**src/rtl/f8_fetch_pkg.sv**
```systemverilog
// Shared types for the f8 instruction fetch path.
package f8_fetch_pkg;
    localparam int FETCH_BYTES = 3;

    typedef logic [7:0]  byte_t;
    typedef logic [15:0] addr_t;
    typedef logic [1:0]  len_t;

    // One outstanding memory read: valid flag plus the address it was issued for.
    typedef struct packed {
        logic  vld;
        addr_t addr;
    } ireq_t;
endpackage

```
**src/rtl/f8_fetch_byte_queue.sv**
```systemverilog
// Byte shift queue: pop up to 3 from the head, append 3 behind the survivors, flush.
module f8_fetch_byte_queue
    import f8_fetch_pkg::*;
#(
    parameter int QDEPTH = 6
) (
    input  logic        clk,
    input  logic        reset_n,
    input  logic        flush,
    input  logic        push,
    input  logic [23:0] push_data,
    input  logic        pop,
    input  len_t        pop_len,
    output logic [23:0] head,
    output logic [3:0]  count
);
    logic [QDEPTH-1:0][7:0] q, q_nxt;
    logic [3:0]             cnt_nxt;
    logic [3:0]             base;
    len_t                   pop_amt;

    assign pop_amt = pop ? pop_len : 2'd0;
    assign base    = count - {2'b00, pop_amt};

    // Zeros shift in from the top, so bytes beyond count always read as 0.
    always_comb begin
        q_nxt   = q >> (8 * pop_amt);
        cnt_nxt = base + (push ? 4'd3 : 4'd0);
        for (int i = 0; i < QDEPTH; i++)
            for (int k = 0; k < FETCH_BYTES; k++)
                if (push && i >= k && base == 4'(i - k))
                    q_nxt[i] = push_data[8*k +: 8];
        if (flush) begin
            q_nxt   = '0;
            cnt_nxt = '0;
        end
    end

    always_ff @(posedge clk or negedge reset_n) begin
        if (!reset_n) begin
            q     <= '0;
            count <= '0;
        end else begin
            q     <= q_nxt;
            count <= cnt_nxt;
        end
    end

    assign head = q[2:0];
endmodule

```
**src/rtl/f8_ifetch.sv**
```systemverilog
// f8 instruction fetch: PC tracking, prefetch issue, response capture and redirect.
module f8_ifetch
    import f8_fetch_pkg::*;
#(
    parameter addr_t RESET_PC = 16'h4000,
    parameter int    QDEPTH   = 6
) (
    input  logic        clk,
    input  logic        reset_n,
    output logic [15:0] iread_addr,
    input  logic [23:0] iread_data,
    input  logic        iread_valid,
    output logic [23:0] insn_data,
    output logic [1:0]  insn_avail,
    output logic [15:0] insn_pc,
    input  logic        consume,
    input  logic [1:0]  consume_len,
    input  logic        redirect,
    input  logic [15:0] redirect_addr
);
    addr_t      pc, fetch_addr;
    ireq_t      req;
    logic [3:0] count;
    logic       len_ok, pop, push, drop, space_ok, issue;

    assign insn_avail = (count >= 4'd3) ? 2'd3 : count[1:0];
    assign insn_pc    = pc;
    assign iread_addr = fetch_addr;

    // An illegal length (0 or more than available) is dropped, not partially applied.
    assign len_ok = consume && consume_len != 2'd0 && consume_len <= insn_avail;
    assign pop    = len_ok && !redirect;
    assign push   = req.vld && iread_valid && !redirect;
    assign drop   = req.vld && !iread_valid;

    // Reserve room for the pending response before issuing another 3 bytes.
    assign space_ok = (QDEPTH - int'(count) - (req.vld ? FETCH_BYTES : 0)
                       + (len_ok ? int'(consume_len) : 0)) >= FETCH_BYTES;
    assign issue    = !redirect && !drop && space_ok;

    always_ff @(posedge clk or negedge reset_n) begin
        if (!reset_n) begin
            pc         <= RESET_PC;
            fetch_addr <= RESET_PC;
            req        <= '0;
        end else if (redirect) begin
            pc         <= redirect_addr;
            fetch_addr <= redirect_addr;
            req.vld    <= 1'b0;
        end else begin
            if (pop)
                pc <= pc + {14'b0, consume_len};
            if (drop)
                fetch_addr <= req.addr;
            else if (issue)
                fetch_addr <= fetch_addr + 16'd3;
            req.vld <= issue;
            if (issue)
                req.addr <= fetch_addr;
        end
    end

    f8_fetch_byte_queue #(.QDEPTH(QDEPTH)) u_queue (
        .clk       (clk),
        .reset_n   (reset_n),
        .flush     (redirect),
        .push      (push),
        .push_data (iread_data),
        .pop       (pop),
        .pop_len   (consume_len),
        .head      (insn_data),
        .count     (count)
    );
endmodule

```
**config.mk**
```make
export PLATFORM = sky130hd
export DESIGN_NAME = f8_ifetch
export DESIGN_NICKNAME = d
export VERILOG_FILES = /design/src/rtl/f8_fetch_pkg.sv /design/src/rtl/f8_fetch_byte_queue.sv /design/src/rtl/f8_ifetch.sv
export SDC_FILE = /design/constraint.sdc
export NUM_CORES = 1
export LEC_CHECK = 0
export CAP_MARGIN = 5
export CORE_UTILIZATION = 40
export DETAILED_ROUTE_END_ITERATION = 10
export GPL_ROUTABILITY_DRIVEN = 1
export PLACE_DENSITY = 0.62
export SETUP_SLACK_MARGIN = 0.4
export SYNTH_ARGS = -nofsm -noshare
export SYNTH_HDL_FRONTEND = slang
export SYNTH_HIERARCHICAL = 1
export SYNTH_SLANG_ARGS = --single-unit
```
**constraint.sdc**
```tcl
create_clock -name clk -period 9.9 [get_ports clk]
set_input_delay 0.99 -clock clk [delete_from_list [all_inputs] [get_ports clk]]
set_output_delay 0.99 -clock clk [all_outputs]
set_load 0.01 [all_outputs]
```
# Word-level counts from Yosys, hierarchy flattened
# Index checks and enable logic that the tools add are counted.
[classes]
n_addsub = 7
n_lt_le_gt_ge = 3
n_eq_ne = 5
n_shift = 1
muxes = 28
bitwise_logic = 1
n_reduce_logical = 22
[ops]
columns = ["operator", "n"]
rows = [
  ["two-way mux 8 bit", 15],
  ["two-way mux 16 bit", 5],
  ["two-way mux 48 bit", 1],
  ["right shift 48 x 5 -> 48 bit", 1],
  ["adder 16 x 2 -> 16 bit", 1],
  ["adder 16 x 2 -> 16 bit (second input constant)", 1],
  ["logical AND 1 bit", 14],
  ["two-way mux 2 bit", 5],
  ["== test 4 x 2 -> 1 bit (second input constant)", 2],
  ["== test 4 x 3 -> 1 bit (second input constant)", 2],
  ["adder 6 x 3 -> 7 bit", 1],
  [">= comparator 7 x 3 -> 1 bit (second input constant)", 1],
  ["subtractor 5 x 3 -> 6 bit", 1],
  ["subtractor 3 x 4 -> 5 bit (first input constant)", 1],
  ["adder 4 bit", 1],
  ["== test 4 x 1 -> 1 bit (second input constant)", 1],
  [">= comparator 4 x 2 -> 1 bit (second input constant)", 1],
  ["zero test 4 bit", 1],
  ["two-way mux 4 bit", 1],
  ["nonzero test 2 bit", 2],
  ["subtractor 4 x 2 -> 4 bit", 1],
  ["zero test 1 bit", 3],
  ["nonzero test 3 bit", 1],
  ["less-or-equal comparator 2 bit", 1],
  ["other kinds (3)", 3],
]
[totals]
reg_bits = 101
in_bits = 47
output_inout_bits = 58

# Logic depth before layout (Yosys ltp)
# Gate-level depths: netlist of run 1.
[depth]
depth_word = 13
ltp_mapped = 22
ltp_nobuf = 18

# By module
# The synthesis of run 1 kept the hierarchy.
[modules_own_cells]
columns = ["module", "instances", "cells_per_inst", "area_each_um2", "seq_area_each_um2"]
rows = [
  ["f8_fetch_byte_queue", 1, 455, 4083.9, 1301.2],
  ["f8_ifetch", 1, 326, 3119.2, 1228.7],
]

# Least setup slack after synthesis of run 1
# OpenSTA, ideal clock, no wires.
[synth_timing]
path_type = "reg-to-reg"
from = "register u_queue.count[1]"
to = "register u_queue/q[37] (netlist name)"
setup_time_ns = 0.126
arrival_ns = 4.868
path_slack_ns = 4.906
stages_incl_launch_ff = 22
synth_period_minus_slack_ns = 4.994
cell_sequence = "dfrtp_1 ha_1 or4_1 inv_1 ha_1 nor2b_1 o21ai_0 o211ai_1 nor2_1 clkbuf_1 nand2_1 inv_1 ha_1 inv_1 fa_1 buf_6 or4b_4 a21oi_2 a21o_4 buf_12 a2111oi_0 a311o_1"
[synth_rtl]
columns = ["element", "line_no", "source"]
rows = [
  ["start: declaration", "f8_fetch_byte_queue.sv:15", "output logic [3:0] count"],
  ["start signal: assignment", "f8_fetch_byte_queue.sv:45", "count <= cnt_nxt;"],
  ["end signal: assignment", "f8_fetch_byte_queue.sv:44", "q <= q_nxt;"],
  ["end: declaration", "f8_fetch_byte_queue.sv:17", "logic [QDEPTH-1:0][7:0] q, q_nxt;"],
]

==> reports/results.tsv, run 1 <==
metric	value	unit
prevailing post-synth register cell	sky130_fd_sc_hd__dfrtp_1	
synth warn	6	
peak supply drop	0.1908	mV
Avg Inst Size Synth	9.223	sq um
delay of the slowest cell on the worst path	0.89	ns
GRT Util Overall	23.83	%
Sink Count	101	
die span in y	136.2	um
leakage component of the power	3.305	nW
clock skew after layout	0.007599	ns
final net count	894	
clock tree from TritonCTS	built	
maximum clock rate	0.1482	GHz
Max-Cap Viols	0	
hold crit path type	reg2reg	
synthesis-stage register bit count	101	
Synth Instances	781	
result of the run	finished clean	
fill cell total of the finished layout	1624	
Vias	6516	
root cell of the clock tree	sky130_fd_sc_hd__clkbuf_16	
number of slew-limit violations in the final report	0	
leading post-synthesis cells by cell area	sky130_fd_sc_hd__dfrtp_1 (34%), sky130_fd_sc_hd__mux2_2 (5.0%), sky130_fd_sc_hd__o21ai_0 (4.4%)	
total detailed-routing wirelength	21.49	mm
number of iterations in the first detailed-routing pass	7	
Overall Power	2.178	mW
Max transition margin	29.43	%
starting density of the core	41.36	%
worst reg2reg path depth	18	
category of cells accounting for the largest share of critical-path delay	compound AO/OA/AOI/OAI gates	
vias in the first global route	5996	
number of buffers added to fix hold violations after cts	0	
global route total overflow	0	
endpoint of the lowest-slack register-to-register path	u_queue/q[29]	
half-perimeter wire length of the detailed placement result	15.03	mm
Pwr Density	258.8	nW/um^2
clock insertion delay at the later pin of the skew report	0.36	ns
Post-CTS Setup Repair Bufs	0	
most frequent cells in the layout	sky130_fd_sc_hd__clkdlybuf4s50_1 (102), sky130_fd_sc_hd__dfrtp_1 (99), sky130_fd_sc_hd__nand2_1 (67)	
clock-pin slew on the worst setup and hold paths	0.07	ns
final routed wire length divided by cell count	20.37	um
synthesis-to-layout area growth	16.83	%
core area	17420	sq um
category of the worst setup path capture point	flip-flop	
maximum clock path buffer count	2	
die boundary width	136.2	um
Yosys cell types	69	
worst setup path startpoint	consume_len[1]	
antenna diode count	0	
share of flip-flops with an asynchronous set or reset after synthesis	100.0	%
final hold viol count	0	
actual transition at the worst max-transition pin	1.059	ns
final critical-path share of the clock period	68.16	%
syn nets	850	
cell type with the largest total area after synthesis	sky130_fd_sc_hd__dfrtp_1	
series of cell instances along the critical path	clkdlybuf4s50_1, buf_4, ha_1, nor2b_1, o21ai_0, o211ai_1, nor2_2, buf_4, nand2_1, inv_1, ha_2, inv_1, fa_1, nand3b_1, a211oi_1, a21o_1, a21oi_1, a32o_1	
wire length of the first global-routing pass	33.94	mm
TritonCTS buffer count	9	
sequential share of the synthesized area	35.12	%
initial antenna violation count	0	
Synth top area share	34.39	%
total negative setup slack	0	ns
Critical path destination	u_queue/q[29]	
highest net fanout along the worst path	44	
critical path depth	18	
final weighted congestion in routability-driven placement	0.8933	
total of endpoints with negative setup slack in the final report	0	
number of antenna-violating nets in the routed design	0	
number of resized instances in the post-cts repair step	0	
I/O pin count	105	
H-tree depth	3	
1st-iter DRT viols	820	
post-detailed-route via-to-cell ratio	6.176	
DRC violations left	0	
Core Rows	48	
combined buffer and inverter count along the critical path	5	
cell area after synthesis	7203	sq um
number of enable flip-flop cells after synthesis	0	
Max stage delay cell, worst path	sky130_fd_sc_hd__a21o_1	
Die Footprint	18550	sq um
startpoint type of the worst setup path	input pin	
maximum number of pins on one net before global-route repair	100	
Setup Crit Path Kind	in2reg	
most common cell after layout, fill and taps aside	sky130_fd_sc_hd__clkdlybuf4s50_1	
post-layout minimum cycle time	6.748	ns
RSZ-0062 raised after global routing	no	
launch point of the worst reg-to-reg path	u_queue/count[2]	
fraction of final layout cells with drive strength greater than 1	12.17	%
data arrival time of the critical path	6.99	ns
worst setup slack for register-to-register paths	3.54	ns
Required @ worst endpoint	10.14	ns
Port-buffer cells	104	
==> worst min path at each step <==
stage,startpoint,endpoint,slack (ns),depth (start not counted)
finish,req[4],req[4],0.51,1
global placement,req[7],req[7],0.49,1
floorplan,req[1],req[1],0.48,1
detailed placement,req[1],req[1],0.49,1
CTS,req[1],req[1],0.51,1
global route,req[1],req[1],0.53,1
==> cell usage after synthesis (all sizes together), types with 17 or more instances <==
master,instances
nor3,48
clkbuf,40
inv,36
dfrtp,99
nand2,67
a21oi,25
buf,41
nand3,23
o21ai,66
nor2,32
mux2,40
ha,17
==> cell families (layout without fill, tap and decap cells) <==
| kind of cell | Yosys count | in the layout | synth area share (%) |
|---|---|---|---|
| AO/OA/AOI/OAI | 228 | 228 | 22.55 |
| AND/OR/NAND/NOR | 226 | 226 | 15.46 |
| buffers and inverters | 118 | 167 | 8.494 |
| flip-flops | 101 | 101 | 35.12 |
| multiplexers | 62 | 62 | 11.12 |
| XOR/XNOR | 24 | 24 | 2.918 |
| adder cells (fa/ha/maj) | 22 | 22 | 4.343 |
==> per-layer routing <==
| metal | vias to the layer above | part of all wire [%] | track usage (%) |
|---|---|---|---|
| met2 | 311 | 45 | 36.15 |
| met1 | 3194 | 45 | 34.03 |
| met4 | 0 | 1.7 | 7.593 |
| li1 | 2986 | - | - |
| met3 | 25 | 8.3 | 4.437 |
| met5 | - | 0 | 0 |
==> worst register-to-register path, delay by kind of cell, from the launching register on <==
family	cells	cell delay (ns)
buf+inv	4	0.61
fa+ha+maj	3	0.96
flops	1	0.51
compound gates	6	2.68
simple gates	5	1.51
==> area by class of cell <==
type / count / area [sq um] / share of cell area, %
Inverter: 37 / 138.9 / 1.650
Clock inverter: 6 / 46.29 / 0.5501
Tap cell: 225 / 281.5 / 3.345
Clock buffer: 10 / 229.0 / 2.721
Multi-Input combinational cell: 562 / 4078 / 48.45
Timing Repair Buffer: 114 / 1112 / 13.22
Sequential cell: 101 / 2530 / 30.06
==> report_power, final <==
group / internal (mW) / switching (mW)
sequential: 0.521 / 0.127
combinational: 0.542 / 0.647
clock: 0.173 / 0.167
==> state kept, by name, summed over array words and instances, names as in the netlist <==
register,count
req,17
u_queue/q,24
insn_pc,16
u_queue/count,4
u_queue/head,24
iread_addr,16
==> per-stage QoR <==
stage               instance area [sq um]  utilization (%)  instances  setup WS [ns]  hold slack (ns)
global placement                     8129            46.67       1038          3.114           0.4868
detailed placement                   8129            46.67       1038          2.908           0.4943
CTS                                  8404            48.25       1054          3.272           0.5114
global route                         8416            48.32       1055          2.726           0.5267
finish                               8416            48.32       1055          3.152           0.5114
floorplan                            7203                -        781          4.906           0.4760
Note: power is estimated with default switching activity, not from simulation.
==> run 2, diff against run 1 <==
--- a/config.mk
+++ b/config.mk
@@ -9,7 +9,7 @@
 export CORE_UTILIZATION = 40
 export DETAILED_ROUTE_END_ITERATION = 10
 export GPL_ROUTABILITY_DRIVEN = 1
-export PLACE_DENSITY = 0.62
+export PLACE_DENSITY = 0.64
 export SETUP_SLACK_MARGIN = 0.4
 export SYNTH_ARGS = -nofsm -noshare
 export SYNTH_HDL_FRONTEND = slang
==> constraint.sdc (replaced) <==
create_clock -name clk -period 6.2 [get_ports clk]
set_input_delay 0.62 -clock clk [delete_from_list [all_inputs] [get_ports clk]]
set_output_delay 0.62 -clock clk [all_outputs]
set_load 0.01 [all_outputs]
==> reports/results.tsv, run 2 (synthesized netlist as in run 1, its figures left out) <==
metric	value	unit	change
cell-internal power	2.024	mW	+64%
Required @ worst endpoint	6.44	ns	-3.70 ns
Max-Cap Viols	0		unchanged
GRT Util Overall	24.00	%	+0.18 points
vias in the first global route	6115		+2.0%
core area	17420	sq um	unchanged
most common cell after layout, fill and taps aside	sky130_fd_sc_hd__clkdlybuf4s50_1		
total negative setup slack	0	ns	unchanged
setup slack of the critical path after layout	0.8033	ns	-2.349 ns
post-detailed-route via-to-cell ratio	6.204		+0.45%
maximum clock rate	0.1853	GHz	
DP Worst Slack	0.1525	ns	-2.756 ns
switching share of power	42.85	%	-0.36 points
initial antenna violation count	0		unchanged
clock skew after layout	0.01369	ns	+0.006088 ns
hold crit path type	in2async		
fraction of power consumed by combinational cells	53.9	%	-0.7 points
Pwr Density	416.5	nW/um^2	+61%
peak supply drop	0.2774	mV	+45%
clock insertion delay at the later pin of the skew report	0.36	ns	about the same
clock network fraction of design power	17.0	%	+1.4 points
result of the run	finished clean		
final net count	897		+0.34%
total of endpoints with negative setup slack in the final report	0		unchanged
half-perimeter wire length of the detailed placement result	14.42	mm	-4.1%
wire length of the first global-routing pass	34.34	mm	+1.2%
category of the worst setup path capture point	flip-flop		
NetSw	1.518	mW	+61%
core occupancy in the finished layout	48.83	%	+0.51 points
sequential power share	29.2	%	-0.6 points
startpoint type of the worst setup path	flip-flop		
clock tree from TritonCTS	built		
final critical-path share of the clock period	87.04	%	
actual transition at the worst max-transition pin	1.020	ns	-0.03872 ns
Sink Count	101		unchanged
total detailed-routing wirelength	21.59	mm	+0.47%
I/O pin count	105		unchanged
RSZ-0062 raised after global routing	no		
number of iterations in the first detailed-routing pass	8		+1
clock-pin slew on the worst setup and hold paths	0.08	ns	about the same
fraction of final layout cells with drive strength greater than 1	13.45	%	+1.3 points
antenna diode count	0		unchanged
Max transition margin	32.01	%	+2.6 points
number of antenna-violating nets in the routed design	0		unchanged
H-tree depth	3		unchanged
number of slew-limit violations in the final report	0		unchanged
Die Footprint	18550	sq um	unchanged
most frequent cells in the layout	sky130_fd_sc_hd__clkdlybuf4s50_1 (102), sky130_fd_sc_hd__dfrtp_1 (99), sky130_fd_sc_hd__nand2_1 (66)		
Core Rows	48		unchanged
starting density of the core	41.36	%	unchanged
Port-buffer cells	104		unchanged
leakage component of the power	3.325	nW	+0.62%
highest net fanout along the worst path	17		-61%
DRC violations left	0		unchanged
post-layout minimum cycle time	5.397	ns	
maximum number of pins on one net before global-route repair	97		-3.0%
final hold viol count	0		unchanged
data arrival time of the critical path	5.64	ns	-1.35 ns
global route total overflow	0		unchanged
1st-iter DRT viols	712		-13%
final weighted congestion in routability-driven placement	0.8223		-7.9%
die boundary width	136.2	um	unchanged
final routed wire length divided by cell count	20.40	um	+0.19%
synthesis-to-layout area growth	18.07	%	
die span in y	136.2	um	unchanged
maximum clock path buffer count	2		unchanged
TritonCTS buffer count	9		unchanged
root cell of the clock tree	sky130_fd_sc_hd__clkbuf_16		
worst-case hold slack	0.2610	ns	-0.2505 ns
Vias	6564		+0.74%
Setup Crit Path Kind	reg2reg		
==> run 2: changes by cell type in the layout (fill, tap and decap cells not counted), sizes merged <==
cell,previous run,this run
bufinv,0,1
clkinv,4,1
clkinvlp,1,4
clkbuf,10,9
buf,12,15
==> run 2: path summary, 6_finish.rpt <==
path | start | end | slack (ns) | depth (start not counted)
worst max-delay path | u_queue/count[2] | req[14] | 0.80 | 16
worst min-delay path | reset_n | insn_pc[8] | 0.26 | 1
worst max register to register | u_queue/count[2] | req[14] | 0.80 | 16
worst min register to register | req[7] | req[7] | 0.51 | 1
max in group asynchronous | reset_n | u_queue/head[4] | 4.73 | 2
min in group clk | req[7] | req[7] | 0.51 | 1
==> run 2: power groups by stage <==
stage | Combinational [mW] | Sequential, mW | Clock, mW
floorplan | 1.41 | 1.01 | 0
global placement | 1.86 | 1.04 | 0
detailed placement | 1.89 | 1.04 | 0
CTS | 1.89 | 1.03 | 0.609
global route | 2.10 | 1.06 | 0.639
finish | 1.91 | 1.03 | 0.601
==> run 2: worst max-delay path, cell delays in order (launching register included) <==
cell and delay [ns]:
sky130_fd_sc_hd__dfrtp_1 0.52, sky130_fd_sc_hd__or4_1 0.59, sky130_fd_sc_hd__inv_1 0.08, sky130_fd_sc_hd__ha_1 0.23, sky130_fd_sc_hd__nor2b_1 0.13, sky130_fd_sc_hd__o21ai_1 0.29, sky130_fd_sc_hd__and2_1 0.20, sky130_fd_sc_hd__nand2_1 0.07
sky130_fd_sc_hd__fa_1 0.50, sky130_fd_sc_hd__inv_1 0.07, sky130_fd_sc_hd__fa_1 0.45, sky130_fd_sc_hd__a21o_2 0.24, sky130_fd_sc_hd__a21oi_1 0.14, sky130_fd_sc_hd__a211oi_1 0.08, sky130_fd_sc_hd__or3_1 0.57, sky130_fd_sc_hd__or3_2 0.75
sky130_fd_sc_hd__mux2_4 0.39
==> run 2: through the flow <==
stage	cell area, sq um	instances	total power, mW
after global routing	8504	1058	3.798
after detailed placement	8158	1042	2.927
final	8504	1058	3.542
after floorplan	7203	781	2.421
after CTS	8467	1058	3.530
after global placement	8158	1042	2.893
==> run 2: final cells by class <==
| type | count | area, sq um |
|---|---|---|
| fillers | 1657 | 8912 |
| multi-input cells | 562 | 4113 |
| flip-flops and latches | 101 | 2530 |
| repair buffers | 117 | 1131 |
| well taps | 225 | 281.5 |
| clock buffers | 9 | 225.2 |
| inverters | 37 | 142.6 |
| clock inverters | 7 | 81.33 |
==> run 2: timing repair <==
action | CTS | global route
endpoints found under the setup margin | 24 | 60
setup buffers | 0 | 0
hold buffers | 0 | 0
resized for setup | 2 | 9
cloned | 0 | 0
==> run 2: routing by layer <==
metal,track usage (%),part of all wire (%),vias up
met2,34.77,44,358
met3,4.735,8.8,19
met1,36.08,46,3197
met5,0,0,-
li1,-,-,2990
met4,6.173,1.2,0
==> run 3, diff against run 2 <==
--- a/config.mk
+++ b/config.mk
@@ -6,10 +6,10 @@
 export NUM_CORES = 1
 export LEC_CHECK = 0
 export CAP_MARGIN = 5
-export CORE_UTILIZATION = 40
+export CORE_UTILIZATION = 50
 export DETAILED_ROUTE_END_ITERATION = 10
 export GPL_ROUTABILITY_DRIVEN = 1
-export PLACE_DENSITY = 0.64
+export PLACE_DENSITY = 0.77
 export SETUP_SLACK_MARGIN = 0.4
 export SYNTH_ARGS = -nofsm -noshare
 export SYNTH_HDL_FRONTEND = slang
==> reports/results.tsv, run 3 (synthesized netlist as in run 1, its figures left out) <==
metric	value	unit	change
maximum clock rate	0.1843	GHz	-0.55%
DRC violations left	0		unchanged
clock tree from TritonCTS	built		
total detailed-routing wirelength	21.62	mm	+0.16%
synthesis-to-layout area growth	16.59	%	
I/O pin count	105		unchanged
1st-iter DRT viols	908		+28%
wire length of the first global-routing pass	33.84	mm	-1.4%
Setup Crit Path Kind	reg2reg		
worst setup slack for register-to-register paths	0.77	ns	-0.03 ns
setup slack of the critical path after layout	0.7732	ns	-0.03002 ns
number of buffers added to fix hold violations after cts	0		unchanged
most frequent cells in the layout	sky130_fd_sc_hd__clkdlybuf4s50_1 (102), sky130_fd_sc_hd__dfrtp_1 (99), sky130_fd_sc_hd__nand2_1 (67)		
clock skew after layout	0.009958	ns	-0.003729 ns
Die Footprint	14890	sq um	-20%
Vias	6800		+3.6%
multi-input gate area in the final layout	4081	sq um	-0.76%
category of the worst setup path capture point	flip-flop		
endpoint of the lowest-slack register-to-register path	u_queue/q[31]		
final hold viol count	0		unchanged
launch point of the worst reg-to-reg path	u_queue/count[2]		
delay of the slowest cell on the worst path	0.60	ns	-0.15 ns
root cell of the clock tree	sky130_fd_sc_hd__clkbuf_16		
Port-buffer cells	104		unchanged
total of endpoints with negative setup slack in the final report	0		unchanged
initial antenna violation count	0		unchanged
GRT Util Overall	29.40	%	+5.4 points
starting density of the core	51.49	%	+10 points
series of cell instances along the critical path	or4_1, inv_1, ha_1, nor2b_1, o21ai_0, o211ai_1, nor2_1, buf_4, nand2_1, inv_1, ha_2, inv_1, fa_1, nand3b_1, a211oi_1, a21oi_1, buf_4, nor3_2, a32o_1		
core occupancy in the finished layout	60.04	%	+11 points
half-perimeter wire length of the detailed placement result	14.42	mm	about the same
core area	13990	sq um	-20%
Max-Cap Viols	0		unchanged
fraction of final layout cells with drive strength greater than 1	12.73	%	-0.72 points
total negative setup slack	0	ns	unchanged
final routed wire length divided by cell count	21.35	um	+4.6%
number of slew-limit violations in the final report	0		unchanged
total area of sequential cells	2530	sq um	unchanged
Sink Count	101		unchanged
final net count	897		unchanged
DP Worst Slack	0.4684	ns	+0.3159 ns
hold crit path type	in2async		
Critical path destination	u_queue/q[31]		
die boundary width	122.0	um	-10%
clock-pin slew on the worst setup and hold paths	0.08	ns	about the same
number of antenna-violating nets in the routed design	0		unchanged
number of placed instances with taps included	996		-4.4%
worst setup path startpoint	u_queue/count[2]		
most common cell after layout, fill and taps aside	sky130_fd_sc_hd__clkdlybuf4s50_1		
maximum clock path buffer count	2		unchanged
clock insertion delay at the later pin of the skew report	0.37	ns	about the same
Max transition margin	31.96	%	-0.052 points
Core Rows	43		-10%
H-tree depth	3		unchanged
number of iterations in the first detailed-routing pass	7		-1
peak supply drop	0.1988	mV	-28%
maximum number of pins on one net before global-route repair	101		+4.1%
RSZ-0062 raised after global routing	no		
data arrival time of the critical path	5.72	ns	+0.08 ns
final weighted congestion in routability-driven placement	0.9225		+12%
Max stage delay cell, worst path	sky130_fd_sc_hd__or4_1		
startpoint type of the worst setup path	flip-flop		
post-layout minimum cycle time	5.427	ns	+0.03002 ns
antenna diode count	0		unchanged
result of the run	finished clean		
cell repeated most along the worst path	sky130_fd_sc_hd__inv_1		
final critical-path share of the clock period	87.53	%	+0.48 points
highest net fanout along the worst path	27		+10
number of standard cells in the final layout excluding fillers	1013		-4.3%
vias in the first global route	6590		+7.8%
Pwr Density	418.3	nW/um^2	+0.43%
global route total overflow	0		unchanged
post-detailed-route via-to-cell ratio	6.713		+8.2%
actual transition at the worst max-transition pin	1.021	ns	+0.0007823 ns
TritonCTS buffer count	9		unchanged
fill cell total of the finished layout	1202		-27%
Required @ worst endpoint	6.50	ns	+0.06 ns
leakage component of the power	3.314	nW	-0.32%
worst reg2reg path depth	19		+3
final instance area	8398	sq um	-1.3%
die span in y	122.0	um	-10%
Placed Instance Area	8089	sq um	-0.84%
run 3: stage by stage:
stage / hold slack (ns) / power (mW)
after floorplan: 0.3244 / 2.421
after global placement: 0.4868 / 2.828
after detailed placement: 0.4950 / 2.909
after CTS: 0.2694 / 3.488
after global routing: 0.2835 / 3.731
final: 0.2504 / 3.513
run 3: final cells by class:
type	count	share of cell area, %
Inverter	37	1.654
Clock inverter	6	0.6257
Tap cell	180	2.682
Sequential cell	101	30.13
Multi-Input combinational cell	562	48.60
Clock buffer	10	2.846
Timing Repair Buffer	117	13.47
run 3: routing by layer:
layer | track usage, % | wire length, um
met1 | 40.73 | 8957
met2 | 44.35 | 9790
met3 | 6.554 | 2251
met4 | 11.88 | 624
met5 | 0 | 0
run 3: timing repair:
item / CTS / global route
setup buffers: 0 / 1
gates resized for setup: 0 / 4
endpoints found under the setup margin: 0 / 58
run 3: worst min-delay path by stage:
stage	from	to	slack (ns)
floorplan	reset_n	insn_pc[0]	0.32
global placement	req[1]	req[1]	0.49
detailed placement	req[12]	req[12]	0.49
CTS	reset_n	insn_pc[9]	0.27
global route	reset_n	insn_pc[9]	0.28
finish	reset_n	insn_pc[9]	0.25
run 3: worst max-delay path: cells and delay by family (launching register included):
family          cells  cell delay (ns)
compound gates      5             1.21
fa+ha+maj           3             0.96
buf+inv             5             0.82
flops               1             0.52
simple gates        6             1.84
run 3: where the power goes:
part / internal, mW / switching (mW) / leakage (nW)
clock: 0.290 / 0.280 / 0.138
sequential: 0.833 / 0.201 / 1.30
combinational: 0.870 / 1.04 / 1.88
total: 1.99 / 1.52 / 3.31
